File: config.mk
export PLATFORM = sky130hd
export DESIGN_NAME = i2s_tx_fifo_param_flat
export DESIGN_NICKNAME = d
export VERILOG_FILES = /design/src/rtl/i2s_tx_fifo_param_if.sv /design/src/rtl/i2s_tx_fifo_param.sv /design/src/flat_wrapper.sv
export SDC_FILE = /design/constraint.sdc
export NUM_CORES = 1
export LEC_CHECK = 0
export CAP_MARGIN = 0
export CORE_MARGIN = 4
export CORE_UTILIZATION = 39
export DETAILED_ROUTE_END_ITERATION = 10
export PLACE_DENSITY_LB_ADDON = 0.1
export SYNTH_ARGS = -nofsm -noshare
export SYNTH_HDL_FRONTEND = slang
export SYNTH_SLANG_ARGS = --single-unit
File: constraint.sdc
create_clock -name wclk -period 3.7 [get_ports wclk]
set_input_delay 0.37 -clock wclk [delete_from_list [all_inputs] [get_ports wclk]]
set_output_delay 0.37 -clock wclk [all_outputs]
set_load 0.05 [all_outputs]
File: src/rtl/i2s_tx_fifo_param_if.sv
// rtl/i2s_tx_fifo_param_if.sv - sample write port and status of the I2S transmit FIFO
interface i2s_tx_fifo_param_if #(
  parameter int DATA_W = 32,
  parameter int DEPTH  = 8
);
  localparam int LW = $clog2(DEPTH) + 1;

  logic              wen;
  logic [DATA_W-1:0] din;
  logic              clr_flags;
  logic              full;
  logic              empty;
  logic [LW-1:0]     level;
  logic              overflow;
  logic              underrun;

  modport master (
    output wen, din, clr_flags,
    input  full, empty, level, overflow, underrun
  );

  modport slave (
    input  wen, din, clr_flags,
    output full, empty, level, overflow, underrun
  );
endinterface

File: src/rtl/i2s_tx_fifo_param.sv
// rtl/i2s_tx_fifo_param.sv - I2S transmit FIFO and slot serialiser; optional I2S_TX_ALMOST_EMPTY_EN adds almost_empty
module i2s_tx_fifo_param #(
  parameter int DATA_W    = 32,
  parameter int DEPTH     = 8,
  parameter int AE_THRESH = 2
) (
  input  logic                wclk,
  input  logic                rst,
  i2s_tx_fifo_param_if.slave  wr,
  input  logic                tx_en,
  input  logic                bit_en,
  input  logic [1:0]          frame_size,
  input  logic                stereo,
  input  logic                standard,
  input  logic                master,
  input  logic                ws_in,
  output logic                ws_out,
  output logic                ws_oe,
  output logic                sd_out,
  output logic                busy
`ifdef I2S_TX_ALMOST_EMPTY_EN
  ,
  output logic                almost_empty
`endif
);

  localparam int AW = $clog2(DEPTH);
  localparam int LW = AW + 1;

  typedef enum logic [1:0] {IDLE, LEFT, RIGHT} state_t;

  // FIFO storage and bookkeeping
  logic [DATA_W-1:0] mem_q [DEPTH];
  logic [AW-1:0]     wr_ptr_q, wr_ptr_d;
  logic [AW-1:0]     rd_ptr_q, rd_ptr_d;
  logic [LW-1:0]     level_q, level_d;
  logic              ovf_q, ovf_d;
  logic              und_q, und_d;
  logic              push, pop, und_evt;
  logic              full_w, empty_w;
  logic [31:0]       head;

  // Serialiser state
  state_t            state_q, state_d;
  logic [4:0]        cnt_q, cnt_d;
  logic [31:0]       sh_q, sh_d;
  logic              sd_q, sd_d;
  logic              ws_q, ws_d;
  logic              ws_oe_q, ws_oe_d;
  logic              lead_q, lead_d;
  logic              short_q, short_d;
  logic [1:0]        fs_q, fs_d;
  logic              st_q, st_d;
  logic              std_q, std_d;
  logic              mst_q, mst_d;
  logic [31:0]       left_q, left_d;
  logic              ws_prev_q, ws_prev_d;

  // Per-strobe decisions
  logic              ws_fall, ws_rise;
  logic              cap, do_left, do_right, do_shift, go_idle;
  logic [1:0]        e_fs;
  logic              e_st;
  logic [31:0]       word;

  // Last bit index of a slot: 16, 24 or 32 bits (code 11 behaves as 32)
  function automatic logic [4:0] slot_last(input logic [1:0] fs);
    case (fs)
      2'b00:   slot_last = 5'd15;
      2'b01:   slot_last = 5'd23;
      default: slot_last = 5'd31;
    endcase
  endfunction

  // Move the right-justified sample so its MSB sits in bit 31
  function automatic logic [31:0] align(input logic [31:0] w, input logic [1:0] fs);
    case (fs)
      2'b00:   align = {w[15:0], 16'h0000};
      2'b01:   align = {w[23:0], 8'h00};
      default: align = w;
    endcase
  endfunction

  assign full_w  = (level_q == LW'(DEPTH));
  assign empty_w = (level_q == '0);
  assign head    = mem_q[rd_ptr_q][31:0];
  assign ws_fall = !ws_in && ws_prev_q;
  assign ws_rise = ws_in && !ws_prev_q;

  // FIFO pointers, level and sticky flags; a new event beats a same-cycle clear
  always_comb begin
    push     = wr.wen && !full_w;
    wr_ptr_d = wr_ptr_q + AW'(push);
    rd_ptr_d = rd_ptr_q + AW'(pop);
    level_d  = level_q + LW'(push) - LW'(pop);
    ovf_d    = ovf_q;
    und_d    = und_q;
    if (wr.clr_flags) begin
      ovf_d = 1'b0;
      und_d = 1'b0;
    end
    if (wr.wen && full_w) ovf_d = 1'b1;
    if (und_evt)          und_d = 1'b1;
  end

  // Serialiser next state: every change is gated by the bit strobe
  always_comb begin
    state_d   = state_q;
    cnt_d     = cnt_q;
    sh_d      = sh_q;
    sd_d      = sd_q;
    ws_d      = ws_q;
    ws_oe_d   = ws_oe_q;
    lead_d    = lead_q;
    short_d   = short_q;
    fs_d      = fs_q;
    st_d      = st_q;
    std_d     = std_q;
    mst_d     = mst_q;
    left_d    = left_q;
    ws_prev_d = bit_en ? ws_in : ws_prev_q;
    pop       = 1'b0;
    und_evt   = 1'b0;
    cap       = 1'b0;
    do_left   = 1'b0;
    do_right  = 1'b0;
    do_shift  = 1'b0;
    go_idle   = 1'b0;
    e_fs      = fs_q;
    e_st      = st_q;
    word      = '0;

    if (bit_en) begin
      unique case (state_q)
        IDLE: begin
          if (tx_en) begin
            if (master) begin
              cap = 1'b1;
              if (standard) begin
                do_left = 1'b1;
              end else begin
                // I2S from idle: one silent bit so the first MSB trails the WS edge
                state_d = LEFT;
                lead_d  = 1'b1;
                sd_d    = 1'b0;
                ws_d    = 1'b0;
              end
            end else if (ws_fall) begin
              cap     = 1'b1;
              do_left = 1'b1;
            end
          end
        end
        default: begin
          if (!mst_q) begin
            // Slave: slots are started by WS edges; after the LSB the
            // emptied shift register pads zeros until the next edge
            if (ws_fall) begin
              if (tx_en && !master) begin
                cap     = 1'b1;
                do_left = 1'b1;
              end else begin
                go_idle = 1'b1;
              end
            end else if (ws_rise && (state_q == LEFT)) begin
              do_right = 1'b1;
            end else if ((cnt_q == 5'd0) && (state_q == RIGHT) && !tx_en) begin
              go_idle = 1'b1;
            end else begin
              do_shift = 1'b1;
            end
          end else if (lead_q) begin
            do_left = 1'b1;
          end else if (cnt_q != 5'd0) begin
            do_shift = 1'b1;
            // I2S moves WS together with the LSB of the current slot
            if (!std_q && (cnt_q == 5'd1)) ws_d = (state_q == LEFT);
          end else if (state_q == LEFT) begin
            do_right = 1'b1;
          end else if (tx_en && master) begin
            cap     = 1'b1;
            do_left = 1'b1;
          end else begin
            go_idle = 1'b1;
          end
        end
      endcase
    end

    if (cap) begin
      fs_d    = frame_size;
      st_d    = stereo;
      std_d   = master & standard;
      mst_d   = master;
      ws_oe_d = master;
      e_fs    = frame_size;
      e_st    = stereo;
    end

    if (do_shift) begin
      sd_d = sh_q[31];
      sh_d = {sh_q[30:0], 1'b0};
      if (cnt_q != 5'd0) cnt_d = cnt_q - 5'd1;
    end

    if (do_left) begin
      state_d = LEFT;
      lead_d  = 1'b0;
      cnt_d   = slot_last(e_fs);
      ws_d    = 1'b0;
      // The whole frame's data must already be queued, otherwise send silence
      if (e_st ? (level_q >= LW'(2)) : !empty_w) begin
        pop     = 1'b1;
        short_d = 1'b0;
        left_d  = head;
        word    = align(head, e_fs);
      end else begin
        short_d = 1'b1;
        und_evt = 1'b1;
      end
      sd_d = word[31];
      sh_d = {word[30:0], 1'b0};
    end

    if (do_right) begin
      state_d = RIGHT;
      cnt_d   = slot_last(fs_q);
      ws_d    = mst_q;
      if (!short_q) begin
        if (st_q) begin
          pop  = 1'b1;
          word = align(head, fs_q);
        end else begin
          word = align(left_q, fs_q);
        end
      end
      sd_d = word[31];
      sh_d = {word[30:0], 1'b0};
    end

    if (go_idle) begin
      state_d = IDLE;
      lead_d  = 1'b0;
      cnt_d   = 5'd0;
      sh_d    = '0;
      sd_d    = 1'b0;
      ws_d    = 1'b0;
      ws_oe_d = 1'b0;
    end
  end

  // Sample storage; contents need no reset because level gates every read
  always_ff @(posedge wclk) begin
    if (push) mem_q[wr_ptr_q] <= wr.din;
  end

  // State registers with synchronous reset
  always_ff @(posedge wclk) begin
    if (rst) begin
      wr_ptr_q  <= '0;
      rd_ptr_q  <= '0;
      level_q   <= '0;
      ovf_q     <= 1'b0;
      und_q     <= 1'b0;
      state_q   <= IDLE;
      cnt_q     <= 5'd0;
      sh_q      <= '0;
      sd_q      <= 1'b0;
      ws_q      <= 1'b0;
      ws_oe_q   <= 1'b0;
      lead_q    <= 1'b0;
      short_q   <= 1'b0;
      fs_q      <= 2'b00;
      st_q      <= 1'b0;
      std_q     <= 1'b0;
      mst_q     <= 1'b0;
      left_q    <= '0;
      ws_prev_q <= 1'b0;
    end else begin
      wr_ptr_q  <= wr_ptr_d;
      rd_ptr_q  <= rd_ptr_d;
      level_q   <= level_d;
      ovf_q     <= ovf_d;
      und_q     <= und_d;
      state_q   <= state_d;
      cnt_q     <= cnt_d;
      sh_q      <= sh_d;
      sd_q      <= sd_d;
      ws_q      <= ws_d;
      ws_oe_q   <= ws_oe_d;
      lead_q    <= lead_d;
      short_q   <= short_d;
      fs_q      <= fs_d;
      st_q      <= st_d;
      std_q     <= std_d;
      mst_q     <= mst_d;
      left_q    <= left_d;
      ws_prev_q <= ws_prev_d;
    end
  end

  assign wr.full     = full_w;
  assign wr.empty    = empty_w;
  assign wr.level    = level_q;
  assign wr.overflow = ovf_q;
  assign wr.underrun = und_q;
  assign sd_out      = sd_q;
  assign ws_out      = ws_q;
  assign ws_oe       = ws_oe_q;
  assign busy        = (state_q != IDLE);

`ifdef I2S_TX_ALMOST_EMPTY_EN
  assign almost_empty = (level_q <= LW'(AE_THRESH));
`endif

endmodule

File: src/flat_wrapper.sv
// flat-port wrapper written by rule: the top's interface ports become plain ports
module i2s_tx_fifo_param_flat 
#(
  parameter int DATA_W    = 32,
  parameter int DEPTH     = 8,
  parameter int AE_THRESH = 2
)
  (wclk, rst, tx_en, bit_en, frame_size, stereo, standard, master, ws_in, ws_out, ws_oe, sd_out, busy, wr_wen, wr_din, wr_clr_flags, wr_full, wr_empty, wr_level, wr_overflow, wr_underrun);
  i2s_tx_fifo_param_if #(.DATA_W(DATA_W), .DEPTH(DEPTH)) wr_i ();
  input  logic wclk;
  input  logic rst;
  input  logic tx_en;
  input  logic bit_en;
  input  logic [1:0] frame_size;
  input  logic stereo;
  input  logic standard;
  input  logic master;
  input  logic ws_in;
  output logic ws_out;
  output logic ws_oe;
  output logic sd_out;
  output logic busy;
  input wire logic [$bits(wr_i.wen)-1:0] wr_wen;
  input wire logic [$bits(wr_i.din)-1:0] wr_din;
  input wire logic [$bits(wr_i.clr_flags)-1:0] wr_clr_flags;
  output wire logic [$bits(wr_i.full)-1:0] wr_full;
  output wire logic [$bits(wr_i.empty)-1:0] wr_empty;
  output wire logic [$bits(wr_i.level)-1:0] wr_level;
  output wire logic [$bits(wr_i.overflow)-1:0] wr_overflow;
  output wire logic [$bits(wr_i.underrun)-1:0] wr_underrun;
  assign wr_i.wen = wr_wen;
  assign wr_i.din = wr_din;
  assign wr_i.clr_flags = wr_clr_flags;
  assign wr_full = wr_i.full;
  assign wr_empty = wr_i.empty;
  assign wr_level = wr_i.level;
  assign wr_overflow = wr_i.overflow;
  assign wr_underrun = wr_i.underrun;
  i2s_tx_fifo_param #(.DATA_W(DATA_W), .DEPTH(DEPTH), .AE_THRESH(AE_THRESH)) u_core (.wclk(wclk), .rst(rst), .wr(wr_i), .tx_en(tx_en), .bit_en(bit_en), .frame_size(frame_size), .stereo(stereo), .standard(standard), .master(master), .ws_in(ws_in), .ws_out(ws_out), .ws_oe(ws_oe), .sd_out(sd_out), .busy(busy));
endmodule
After elaboration in Yosys (flattened, before gate mapping):

Memories as Yosys holds them, arrays and structs flattened. A register that Yosys moved wholly into a read port is not among the register bits.
Index checks and enable logic that the tools add are counted.

* register bits after elaboration: 93
* bits in latches: 0
* RAM bits: 256
* memory bits (read-only): 0
* input bits: 44
* logic and storage cells: 196
* memories kept: 1

Memory list
* u_core.mem_q: depth 8, bits a word 32, rd ports 1, clocked after memory_dff 1, write ports 1, RTL line i2s_tx_fifo_param.sv:33 `logic [DATA_W-1:0] mem_q [DEPTH];`

* add/sub/neg operators: 5
* multiply operators: 0
* div/mod/pow operators: 0
* magnitude comparators: 1
* equal/unequal tests: 13
* shifts and indexed selects: 0
* multiplexer cells: 101
* bitwise gates (word level): 2
* reductions and logical operators: 53

Operator list (number)
* $mux W32: 7
* $pmux W32 S2: 3
* $mux W1: 76
* $reduce_bool A4 Y1: 7
* $mux W5: 4
* $pmux W5 S2: 2
* $reduce_and A5 Y1: 4
* $reduce_bool A3 Y1: 6
* $mux W2: 8
* $reduce_bool A2 Y1: 7
* $ne A4 B2 Y1 const B: 3
* $logic_and A1 B1 Y1: 10
* $reduce_and A8 Y1: 1
* $logic_not A1 Y1: 7
* $add A3 B1 Y3: 2
* $eq A2 B1 Y1 const B: 3
* $logic_not A2 Y1: 3
* $reduce_or A3 Y1: 2
* $eq A5 B1 Y1 const B: 1
* $logic_not A5 Y1: 1
* $reduce_bool A5 Y1: 1
* $sub A5 B1 Y5 const B: 1
* $add A4 B1 Y4: 1
* $eq A4 B4 Y1 const B: 1
* 13 further kinds: 14

Longest topological paths before layout:

* depth after elaboration: 17
* depth in mapped cells: 15
* mapped depth without buffers: 14

Worst setup path after synthesis:

OpenSTA, ideal clock, no wires.

* path type: flip-flop to flip-flop
* from: register u_core.level_q[2], in the netlist u_core.wr.level[2]
* to: memory u_core.mem_q[0][0], enable pin
* data arrival time: 3.976 ns
* data required time: 3.239 ns
* path slack: -0.737 ns
* stages on the path, launching flop included: 7
* period minus slack after synthesis: 4.437 ns
* cells stage by stage: dfxtp_1 -> inv_1 -> ha_1 -> and3_1 -> nor2b_1 -> nand2b_1 -> nor3_1

* cells in the longest elaborated chain, start to end: 5

Ends and longest elaborated chain
* start, declared: RTL line i2s_tx_fifo_param.sv:36 `logic [LW-1:0] level_q, level_d;`
* start signal, assigned: RTL line i2s_tx_fifo_param.sv:282 `level_q <= level_d;`
* $eq A4 B4 Y1: RTL line i2s_tx_fifo_param.sv:84 `assign full_w = (level_q == LW'(DEPTH));`
* named net wr_full: RTL line flat_wrapper.sv:26 `output wire logic [$bits(wr_i.full)-1:0] wr_full;`
* $logic_not A1 Y1: RTL line i2s_tx_fifo_param.sv:92 `push = wr.wen && !full_w;`
* $logic_and A1 B1 Y1: RTL line i2s_tx_fifo_param.sv:92
* $mux W1: RTL line i2s_tx_fifo_param.sv:254 `if (push) mem_q[wr_ptr_q] <= wr.din;`
* $mux W1 (implied by the code): RTL line i2s_tx_fifo_param.sv:254
* end, declared: RTL line i2s_tx_fifo_param.sv:33

The timed path passes the listed nets, and every way through them passes these cells.

Worst setup path after layout:

* from: register u_core.cnt_q[0]
* to: register u_core.level_q[2], in the netlist u_core.wr.level[2]

* cells in the longest elaborated chain, start to end: 14
* elaborated cells between the ends (all ways): 23

Ends and longest elaborated chain
* start, declared: RTL line i2s_tx_fifo_param.sv:45 `logic [4:0] cnt_q, cnt_d;`
* start signal, assigned: RTL line i2s_tx_fifo_param.sv:286 `cnt_q <= cnt_d;`
* $reduce_bool A5 Y1 *: RTL line i2s_tx_fifo_param.sv:174 `end else if (cnt_q != 5'd0) begin`
* $mux W1: RTL line i2s_tx_fifo_param.sv:174
* $mux W1: RTL line i2s_tx_fifo_param.sv:172 `end else if (lead_q) begin`
* $mux W1: RTL line i2s_tx_fifo_param.sv:155 `if (!mst_q) begin`
* $mux W1: RTL line i2s_tx_fifo_param.sv:134 `unique case (state_q)`
* $mux W1: RTL line i2s_tx_fifo_param.sv:133 `if (bit_en) begin`
* $mux W1: RTL line i2s_tx_fifo_param.sv:190 `if (cap) begin`
* $mux W1 (2 in series): RTL line i2s_tx_fifo_param.sv:212 `if (e_st ? (level_q >= LW'(2)) : !empty_w) begin`
* $mux W1: RTL line i2s_tx_fifo_param.sv:206 `if (do_left) begin`
* $mux W1: RTL line i2s_tx_fifo_param.sv:230 `if (st_q) begin`
* $mux W1: RTL line i2s_tx_fifo_param.sv:229 `if (!short_q) begin`
* $mux W1 *: RTL line i2s_tx_fifo_param.sv:225 `if (do_right) begin`
* $sub A4 B1 Y4 *: RTL line i2s_tx_fifo_param.sv:95 `level_d = level_q + LW'(push) - LW'(pop);`

Mark *: on every way between the ends. The rest lies on a longest branch, timed or not.
A chain may end at the register's enable or synchronous reset.

==> impl_results.md <==
* Outcome: finished clean
* Die X at 209 um
* Worst R2R Start: u_core.cnt_q[0]$_SDFFE_PP0P_
* Post-CTS Hold Fix Bufs at 0
* Yosys reg bits at 349
* All-Layer GR Usage at 0.197
* DPL Wire Length at 26500 um
* P per Cell Area at about 550 nW/um^2
* CP Launch Point: u_core.cnt_q[0]$_SDFFE_PP0P_
* Mapped Area at 15700 um^2
* Max-Cap Viols at 0
* Vias in the first global route at 10700
* DR vias at around 11000
* FF-to-FF setup slack at 0.28 ns
* Post-synthesis net count at 1276
* CP startpoint kind: flop
* H-Tree Depth at 2
* IO buf count at 55
* CTS tree: built
* F_max at 0.293 GHz
* # rows at between 70 and 80
* Antenna Cells at 0
* Ports at 56
* Clock-pin slew on the worst setup and hold paths at about 0.060 ns
* CTS max path bufs at 3
* WHS Endpoint: u_core.sh_q[4]$_SDFFE_PP0P_
* First drt pass iteration count at 5
* Initial antenna violation count at 0
* Clock Root Buffer: clkbuf_16
* Data required, critical path at 4.11 ns
* Warnings, synthesis at 0
* Ratio of cells with drive above 1 in the final layout at 0.135
* Largest net degree at the start of global routing at 87
* Global-route wire length before repair at 66600 um
* Die area at 43600 um^2
* Crit path max fanout at 7
* Drt drc at 0
* Yosys cell types at between 70 and 80
* Slew Limit Fails at 0
* Antenna viol nets, final at 0
* FF-to-FF path depth at 14
* Setup violators final at 0
* Post-layout util at 0.460
* Post-CTS resize count at 0
* Clock Latency Late Sink at 0.56 ns
* Max VDD drop at 0.000311 V
* Final Hold Viols at 0
* Ys async rst share at 0
* Total negative slack at 0 ns
* Mapped Cells at 1218
* Hold Crit Class: primary input to flop
* Critical Path AT at roughly 3.8 ns
* DRT Wirelength at 43400 um
* Crit Path Category: flop to flop
* Sequential area share after synthesis at 0.608
* Fraction of the cycle the final worst path needs at 0.924
* Layout area overhead at 16.5%
* Fin Hold WS at 0.436 ns
* Leakage at slightly below 6 nW
* RR Endpoint: u_core.wr.level[2]$_SDFF_PP0_
* CTS Sinks at 349
* Postcts setup bufs at 0
* Clk_skew at a little under 0.02 ns
* Global route overflow at 0
* Total power at 9.98 mW
* Layout Nets at 1343
* Crit. End Element: flop
* Critical hold path startpoint: rst
* Post-synth EDFFs at 256
* Cts bufs inserted at 40
* Worst-Margin Slew at slightly below 1 ns
* Final GP Congestion at 0.866
* Vias per Instance at between 5 and 6
* Synthesized area per cell at between 10 and 15 um^2
* Hold depth at 5
* Core Area at 39800 um^2
* Post-synth top flop: edfxtp_1
* Initial Util at 0.395
* Die Span Y at ~210 um
* DR iter-0 viols at 870
* DR WL/cell at 23.6 um
* Final worst path period need at ~3.4 ns
* RSZ-0062 raised after global routing: false
* Slew margin rel. at 0.357
## registers in the layout, indices dropped and copies added, names as in the netlist, 2 cells and up
| name | cells |
|---|---|
| u_core.cnt_q | 5 |
| u_core.fs_q | 2 |
| u_core.left_q | 32 |
| u_core.mem_q | 256 |
| u_core.rd_ptr_q | 3 |
| u_core.sh_q | 31 |
| u_core.state_q | 2 |
| u_core.wr.level | 4 |
| u_core.wr_ptr_q | 3 |
## cells in the final DEF (no fill, tap or decap), types with 41 or more instances in the layout
cell type	n
nor2_1	81
dfxtp_1	92
clkdlybuf4s50_1	54
nand2_1	43
buf_4	50
clkbuf_16	41
mux2i_1	106
o21ai_0	85
a21oi_1	48
edfxtp_1	256
## layout make-up
type | instances | area, um^2
multi-input combinational | 754 | 5760
sequential | 349 | 9550
tap | 525 | 657
fill | 3660 | 21500
clock buffer | 54 | 1100
clock inverter | 18 | 145
inverter | 32 | 120
timing repair buffer | 108 | 972
## cells in the mapped netlist (4+ instances only)
| master | count | area share |
|---|---|---|
| a2111oi_0 | 12 | 0.0067 |
| a211oi_1 | 21 | 0.010 |
| a21oi_1 | 48 | 0.015 |
| a221oi_1 | 8 | 0.0045 |
| a22oi_1 | 26 | 0.012 |
| a31oi_1 | 38 | 0.015 |
| and2_1 | 5 | 0.0020 |
| buf_1 | 5 | 0.0012 |
| buf_2 | 27 | 0.0086 |
| clkbuf_1 | 47 | 0.011 |
| dfxtp_1 | 93 | 0.12 |
| edfxtp_1 | 256 | 0.49 |
| ha_1 | 13 | 0.010 |
| inv_1 | 29 | 0.0069 |
| mux2_2 | 9 | 0.0065 |
| mux2i_1 | 106 | 0.068 |
| mux4_2 | 35 | 0.050 |
| nand2_1 | 43 | 0.010 |
| nand2b_1 | 8 | 0.0032 |
| nand3_1 | 33 | 0.011 |
| nand3b_1 | 6 | 0.0029 |
| nand4_1 | 5 | 0.0020 |
| nor2_1 | 87 | 0.021 |
| nor2b_1 | 11 | 0.0044 |
| nor3_1 | 17 | 0.0054 |
| o2111ai_1 | 13 | 0.0072 |
| o211a_1 | 6 | 0.0038 |
| o211ai_1 | 8 | 0.0038 |
| o21a_1 | 15 | 0.0072 |
| o21ai_0 | 85 | 0.027 |
| o21ai_1 | 7 | 0.0022 |
| o221ai_1 | 15 | 0.0084 |
| o22ai_1 | 10 | 0.0040 |
| o31ai_1 | 6 | 0.0029 |
| xnor2_1 | 4 | 0.0022 |
## worst max-delay path by stage
| stage | to | slack, ns | cells past startpoint |
|---|---|---|---|
| finish | u_core.wr.level[2]$_SDFF_PP0_ | 0.28 | 14 |
| floorplan | u_core.mem_q[6][0]$_DFFE_PP_ | 0.12 | 6 |
| CTS | u_core.sd_out$_SDFFE_PP0P_ | 0.23 | 9 |
| detailed placement | u_core.wr.level[2]$_SDFF_PP0_ | 0.23 | 13 |
| global route | u_core.wr.level[2]$_SDFF_PP0_ | 0.09 | 14 |
| global placement | u_core.wr.level[2]$_SDFF_PP0_ | 0.26 | 13 |
## through the flow
stage | cells | instance area (um^2) | setup slack (ns)
floorplan | 1218 | 15700 | 0.119
global placement | 1768 | 17100 | 0.263
CTS | 1840 | 18300 | 0.233
finish | 1840 | 18300 | 0.282
global route | 1840 | 18300 | 0.0888
detailed placement | 1768 | 17100 | 0.231
## where the power goes
group	leakage, nW	internal (mW)	switching [mW]
Clock	0.609	2.23	1.56
Sequential	3.08	4.47	0.121
Combinational	2.25	0.554	1.04
Total	5.94	7.26	2.72
## per-layer routing
layer | track usage | share of wire | wire length [um]
met2 | 0.310 | 0.46 | 20100
met5 | 0 | 0 | 0
met4 | 0.0626 | 0.029 | 1260
met3 | 0.0414 | 0.057 | 2490
met1 | 0.276 | 0.45 | 19500
## critical path: stages (launching register included)
cell and delay [ns]:
dfxtp_1 0.34, inv_1 0.09, ha_1 0.18, or4b_4 0.53, nor3_4 0.30, or4_1 0.22, a31oi_4 0.11, or2_2 0.35
ha_1 0.28, inv_1 0.05, ha_1 0.15, inv_1 0.06, fa_1 0.40, xor2_1 0.16, nor2_1 0.05
## logic make-up after synthesis
kind of cell	after synthesis	synth area share
simple gates	234	0.0716
flops	349	0.608
mux	150	0.124
compound gates	349	0.150
xor+xnor	7	0.00390
buf+inv	115	0.0311
fa+ha+maj	14	0.0116
Note: power is estimated with default switching activity, not from simulation.
